**src/rtl/reg_file_pkg.sv**
```systemverilog
// Shared constants, index type and packed-port helper for the multi-port register file.
package reg_file_pkg;

    localparam int XLEN_DEFAULT  = 32;
    localparam int NREGS_DEFAULT = 32;
    localparam int AW_DEFAULT    = $clog2(NREGS_DEFAULT);
    localparam int MAX_PORTS     = 8;

    typedef logic [AW_DEFAULT-1:0] reg_idx_t;

    // Extracts the register index of one port from a packed per-port index vector.
    function automatic reg_idx_t idx_slice(input logic [MAX_PORTS*AW_DEFAULT-1:0] vec,
                                           input int unsigned port);
        return vec[port*AW_DEFAULT +: AW_DEFAULT];
    endfunction

endpackage

```
**src/rtl/reg_file_scoreboard.sv**
```systemverilog
// Per-register busy scoreboard: reserve sets, writeback clears, reserve wins a tie.
// With REG_FILE_BYPASS_EN, busy_rs also drops for a register being written this cycle.
module reg_file_scoreboard
    import reg_file_pkg::*;
#(
    parameter int NREGS = NREGS_DEFAULT,
    parameter int NRD   = 2,
    parameter int NWR   = 1,
    parameter int AW    = $clog2(NREGS)
) (
    input  logic              clk,
    input  logic              reset,
    input  logic [NWR-1:0]    RegWrite,
    input  logic [NWR*AW-1:0] Rd,
    input  logic              Reserve,
    input  logic [AW-1:0]     Reserve_rd,
    input  logic [NRD*AW-1:0] Rs,
    output logic [NRD-1:0]    busy_rs,
    output logic [NREGS-1:0]  busy_vec
);

    logic [NREGS-1:0] busy_q;
    logic [NREGS-1:0] busy_next;

    // Clears are applied first so a same-edge reserve overrides them.
    always_comb begin
        busy_next = busy_q;
        for (int p = 0; p < NWR; p++) begin
            if (RegWrite[p] && (Rd[p*AW +: AW] != '0)) begin
                busy_next[Rd[p*AW +: AW]] = 1'b0;
            end
        end
        if (Reserve && (Reserve_rd != '0)) begin
            busy_next[Reserve_rd] = 1'b1;
        end
        busy_next[0] = 1'b0;
    end

    always_ff @(posedge clk or posedge reset) begin
        if (reset) begin
            busy_q <= '0;
        end else begin
            busy_q <= busy_next;
        end
    end

    always_comb begin
        busy_rs = '0;
        for (int i = 0; i < NRD; i++) begin
            busy_rs[i] = busy_q[Rs[i*AW +: AW]];
`ifdef REG_FILE_BYPASS_EN
            for (int p = 0; p < NWR; p++) begin
                if (RegWrite[p] && (Rd[p*AW +: AW] == Rs[i*AW +: AW]) && (Rs[i*AW +: AW] != '0)) begin
                    busy_rs[i] = 1'b0;
                end
            end
            if (Reserve && (Reserve_rd == Rs[i*AW +: AW])) begin
                busy_rs[i] = busy_q[Rs[i*AW +: AW]];
            end
`endif
        end
    end

    assign busy_vec = busy_q;

endmodule

```
**src/rtl/reg_file_mp.sv**
```systemverilog
// Multi-port integer register file with busy scoreboard and sticky write-conflict flag.
// Define REG_FILE_BYPASS_EN to forward same-cycle write data to the read ports.
module reg_file_mp
    import reg_file_pkg::*;
#(
    parameter int XLEN  = XLEN_DEFAULT,
    parameter int NREGS = NREGS_DEFAULT,
    parameter int NRD   = 2,
    parameter int NWR   = 1,
    localparam int AW   = $clog2(NREGS)
) (
    input  logic                clk,
    input  logic                reset,
    input  logic [NWR-1:0]      RegWrite,
    input  logic [NWR*AW-1:0]   Rd,
    input  logic [NWR*XLEN-1:0] Write_data,
    input  logic [NRD*AW-1:0]   Rs,
    output logic [NRD*XLEN-1:0] read_data,
    input  logic                Reserve,
    input  logic [AW-1:0]       Reserve_rd,
    output logic [NRD-1:0]      busy_rs,
    output logic [NREGS-1:0]    busy_vec,
    output logic                err_wr_conflict
);

    logic [XLEN-1:0] regs [NREGS];
    logic            wr_conflict;

    always_comb begin
        wr_conflict = 1'b0;
        for (int a = 0; a < NWR; a++) begin
            for (int b = a + 1; b < NWR; b++) begin
                if (RegWrite[a] && RegWrite[b] && (Rd[a*AW +: AW] == Rd[b*AW +: AW])
                    && (Rd[a*AW +: AW] != '0)) begin
                    wr_conflict = 1'b1;
                end
            end
        end
    end

    // Later ports are assigned last, so the highest-numbered port wins a collision.
    always_ff @(posedge clk or posedge reset) begin
        if (reset) begin
            for (int r = 0; r < NREGS; r++) begin
                regs[r] <= '0;
            end
            err_wr_conflict <= 1'b0;
        end else begin
            for (int p = 0; p < NWR; p++) begin
                if (RegWrite[p] && (Rd[p*AW +: AW] != '0)) begin
                    regs[Rd[p*AW +: AW]] <= Write_data[p*XLEN +: XLEN];
                end
            end
            if (wr_conflict) begin
                err_wr_conflict <= 1'b1;
            end
        end
    end

    always_comb begin
        read_data = '0;
        for (int i = 0; i < NRD; i++) begin
            if (Rs[i*AW +: AW] != '0) begin
                read_data[i*XLEN +: XLEN] = regs[Rs[i*AW +: AW]];
            end
`ifdef REG_FILE_BYPASS_EN
            for (int p = 0; p < NWR; p++) begin
                if (RegWrite[p] && (Rd[p*AW +: AW] == Rs[i*AW +: AW]) && (Rs[i*AW +: AW] != '0)) begin
                    read_data[i*XLEN +: XLEN] = Write_data[p*XLEN +: XLEN];
                end
            end
`endif
        end
    end

    reg_file_scoreboard #(
        .NREGS (NREGS),
        .NRD   (NRD),
        .NWR   (NWR),
        .AW    (AW)
    ) u_scoreboard (
        .clk        (clk),
        .reset      (reset),
        .RegWrite   (RegWrite),
        .Rd         (Rd),
        .Reserve    (Reserve),
        .Reserve_rd (Reserve_rd),
        .Rs         (Rs),
        .busy_rs    (busy_rs),
        .busy_vec   (busy_vec)
    );

endmodule

```
**config.mk**
```make
export PLATFORM = sky130hd
export DESIGN_NAME = reg_file_mp
export DESIGN_NICKNAME = d
export VERILOG_FILES = /design/src/rtl/reg_file_pkg.sv /design/src/rtl/reg_file_scoreboard.sv /design/src/rtl/reg_file_mp.sv
export SDC_FILE = /design/constraint.sdc
export NUM_CORES = 2
export LEC_CHECK = 0
export CAP_MARGIN = 10
export CORE_UTILIZATION = 30
export DETAILED_ROUTE_END_ITERATION = 10
export GPL_TIMING_DRIVEN = 0
export PLACE_DENSITY_LB_ADDON = 0.2
export SETUP_SLACK_MARGIN = 0.02
export SYNTH_ARGS = -nofsm -noshare
export SYNTH_HDL_FRONTEND = slang
export SYNTH_HIERARCHICAL = 1
export SYNTH_SLANG_ARGS = --single-unit
```
**constraint.sdc**
```tcl
create_clock -name clk -period 33.5 [get_ports clk]
set_input_delay 6.7 -clock clk [delete_from_list [all_inputs] [get_ports clk]]
set_output_delay 6.7 -clock clk [all_outputs]
set_load 0.01 [all_outputs]
```
==> impl_metrics.csv <==
group,metric,value,unit
drt,routed_wl,244,mm
die,dieArea,191000,um2
final_layout,utilization,35.2,%
yosys,synth_edf_count,0,
die,die_y,437,um
die,num_rows,159,
drt,via_per_inst,5.78,
drt,detail_route.wl_per_cell,36.3,um
setup_path,end_kind,"output port",
die,initial_utilization,30.2,%
global_route,grt_antenna_before_repair,13,
cts,cts_num_sinks,1055,
setup_path,critical_path.cell_chain,"clkdlybuf4s50_1 > buf_4 > buf_4 > buf_2 > clkbuf_1 > a211oi_1 > a311oi_1 > clkdlybuf4s50_1",
timing,tightestPinTransition,1.58,ns
timing,skew,0,ns
cts,cts_setup_buffers,0,
cts,cts_hold_buf,0,
place,portBuffers,148,
yosys,ys.flop_type,"dfrtp_1",
outcome,status,"complete, but fails checks",
timing,hold_violations,0,
cts,clock_latency,0.74,ns
timing,finalSetupViolations,0,
final_layout,fin_nets,4180,
drt,drt_drc_violations_left,4,
cts,cts_tree,"done",
power,power_density,60.3,nW/um2
final_layout,synthToLayoutAreaGrowth,16.5,%
global_route,overflow,0,
yosys,synthesis.area,56800,um2
place,dpl.hpwl,179,mm
yosys,synth_cell_type_count,43,
timing,grt_setup_unrepaired,"no",
setup_path,crit_fanout,10,
cts,clkTransAtPathRegs,0.06,ns
setup_path,path_class,"primary input to output port",
min_path,hold_class,"flip-flop to flip-flop",
timing,fin_crit,18.50,ns
global_route,grt_pass1_wl,335,mm
outcome,violations,"DRC, capacitance limit, slew limit",
die,core,188000,um2
cts,htreeDepth,3,
drt,ant_nets,0,
global_route,grt_pass1_vias,38800,
run,maxCapViolCount,1,
timing,post-route-period-util,55.2,%
yosys,async_flop_share,100,%
cts,clock_path_buffers,3,
drt,dr.pass1.iters,9,
place,place_congestion,0.983,
setup_path,cp_slowest_cell,"a311oi_1",
cts,cts_buffers,121,
cts,ctsResizeCount,0,
yosys,synth_warnings,6,
global_route,grt_use_total,25.3,%
setup_path,slowest_delay,1.03,ns
yosys,ys_seq_area_share,46.5,%
timing,tns,0,ns
yosys,synthCells,3818,
drt,drt_iter0_drc,4219,
yosys,yosys_register_bits,1055,
place,place_ws,15.16,ns
timing,clock.fmax,0.0541,GHz
die,io_pins,155,
yosys,syn-num-nets,3874,
drt,num_vias,38900,
global_route,grt_max_degree,41,
yosys,syn_avg_cell_area,14.9,um2
setup_path,critical_path_required,26.80,ns
power,ir_drop,0.0000398,V
power,power_leakage,27.8,nW
setup_path,startpoint_type,"primary input",
setup_path,critPathArrivalTime,11.80,ns
final_layout,drive_above_1_share,46.7,%
die,fp.dieW,437,um
timing,final-max-slew-violation-count,2,
timing,slew_headroom,-5.80,%
timing,finalWorstSetupSlack,15.00,ns
cts,clockRootBuffer,"clkbuf_16",
==> stage by stage <==
stage	area [um2]	power (mW)	hold WS, ns	std cells
final	66200	3.99	0.478	6722
after global routing	66200	4.13	0.495	6716
after CTS	66200	3.99	0.481	6715
after detailed placement	62100	2.61	0.466	6495
after global placement	61400	2.58	0.456	6461
after floorplan	56800	2.26	0.441	3818
==> cells in the final DEF, fill, tap and decap left out, drive strengths merged, types with 7 or more instances in the layout <==
cell type      Yosys  routed
dfrtp           1055    1055
a311oi            64      64
mux2            1056    1056
clkbuf           177     370
a211oi            66      66
nor2b             73      73
o21ai            172     172
nand3b            10      10
mux4             454     454
o2111ai           20      20
nand2             60      60
bufinv             0       7
a22oi             68      68
nor2              30      30
nand2b            10      10
buf              255     290
a221oi            46      46
nand3             17      17
clkinv             0      17
mux2i            146     146
clkdlybuf4s50      0     148
==> registers in the layout, indices dropped and copies added (netlist names) <==
register               count
u_scoreboard/busy_vec     31
regs                    1024
==> kinds of logic (layout without fill, tap and decap cells) <==
logic type | Yosys count | after routing | synth area share (%)
AO/OA/AOI/OAI | 444 | 444 | 5.40
buffers and inverters | 438 | 841 | 4.50
flip-flops | 1055 | 1055 | 46.5
multiplexers | 1656 | 1656 | 41.5
other | 2 | 8 | 0.0132
AND/OR/NAND/NOR | 223 | 223 | 2.15
==> report_power, final <==
group	internal [mW]	total (mW)	switching, mW
Clock	0.809	1.38	0.576
Combinational	0.482	0.902	0.420
Sequential	1.52	1.71	0.186
==> Yosys cell counts (6+ instances only) <==
cell,instances,area [um2]
dfrtp_1,1055,26400
mux2_2,1014,11400
mux4_2,454,10200
clkbuf_1,177,664
mux2i_1,146,1460
buf_2,126,631
o21ai_1,87,435
o21ai_0,85,425
nor2b_1,73,457
a22oi_1,68,510
a211oi_1,66,495
a311oi_1,64,561
buf_4,63,473
buf_6,62,698
nand2_1,60,225
a221oi_1,43,377
mux2_1,42,473
o2111ai_1,20,175
nor2_1,19,71.3
nand3_1,17,85.1
nor2_2,11,68.8
nand2b_1,10,62.6
nand3b_1,10,75.1
a21oi_1,6,30.0
==> metal layers <==
layer / vias to the layer above / GRT usage (%) / share of wire (%)
li1: 15400 / - / -
met1: 21300 / 33.9 / 42
met2: 1709 / 38.9 / 45
met3: 431 / 4.87 / 7.1
met4: 0 / 12.8 / 5.8
met5: - / 0 / 0
==> path summary, 6_finish.rpt <==
path	startpoint	endpoint	slack (ns)	cells after the start
max in group asynchronous	reset	regs[356]	25.00	8
setup / recovery	Rs[2]	read_data[16]	15.00	8
min in group asynchronous	reset	u_scoreboard/busy_vec[18]	6.43	2
hold / removal	regs[995]	regs[995]	0.48	1
setup reg to reg	u_scoreboard/busy_vec[3]	u_scoreboard/busy_vec[3]	32.68	2
hold reg to reg	regs[995]	regs[995]	0.48	1
==> layout make-up <==
cell class	instances	area [um2]
antenna	6	15.0
buffer	432	2540
inverter	6	26.3
clock buffer	193	3730
clock inverter	27	330
fill	18100	122000
multi-input combinational	2325	27900
tap	2495	3120
timing repair buffer	183	2170
sequential	1055	26400
==> worst max-delay path: cells and delay by family <==
family          cells  cell delay, ns
buf+inv             6            3.57
compound gates      2            1.48
(Power assumes the default switching activity.)
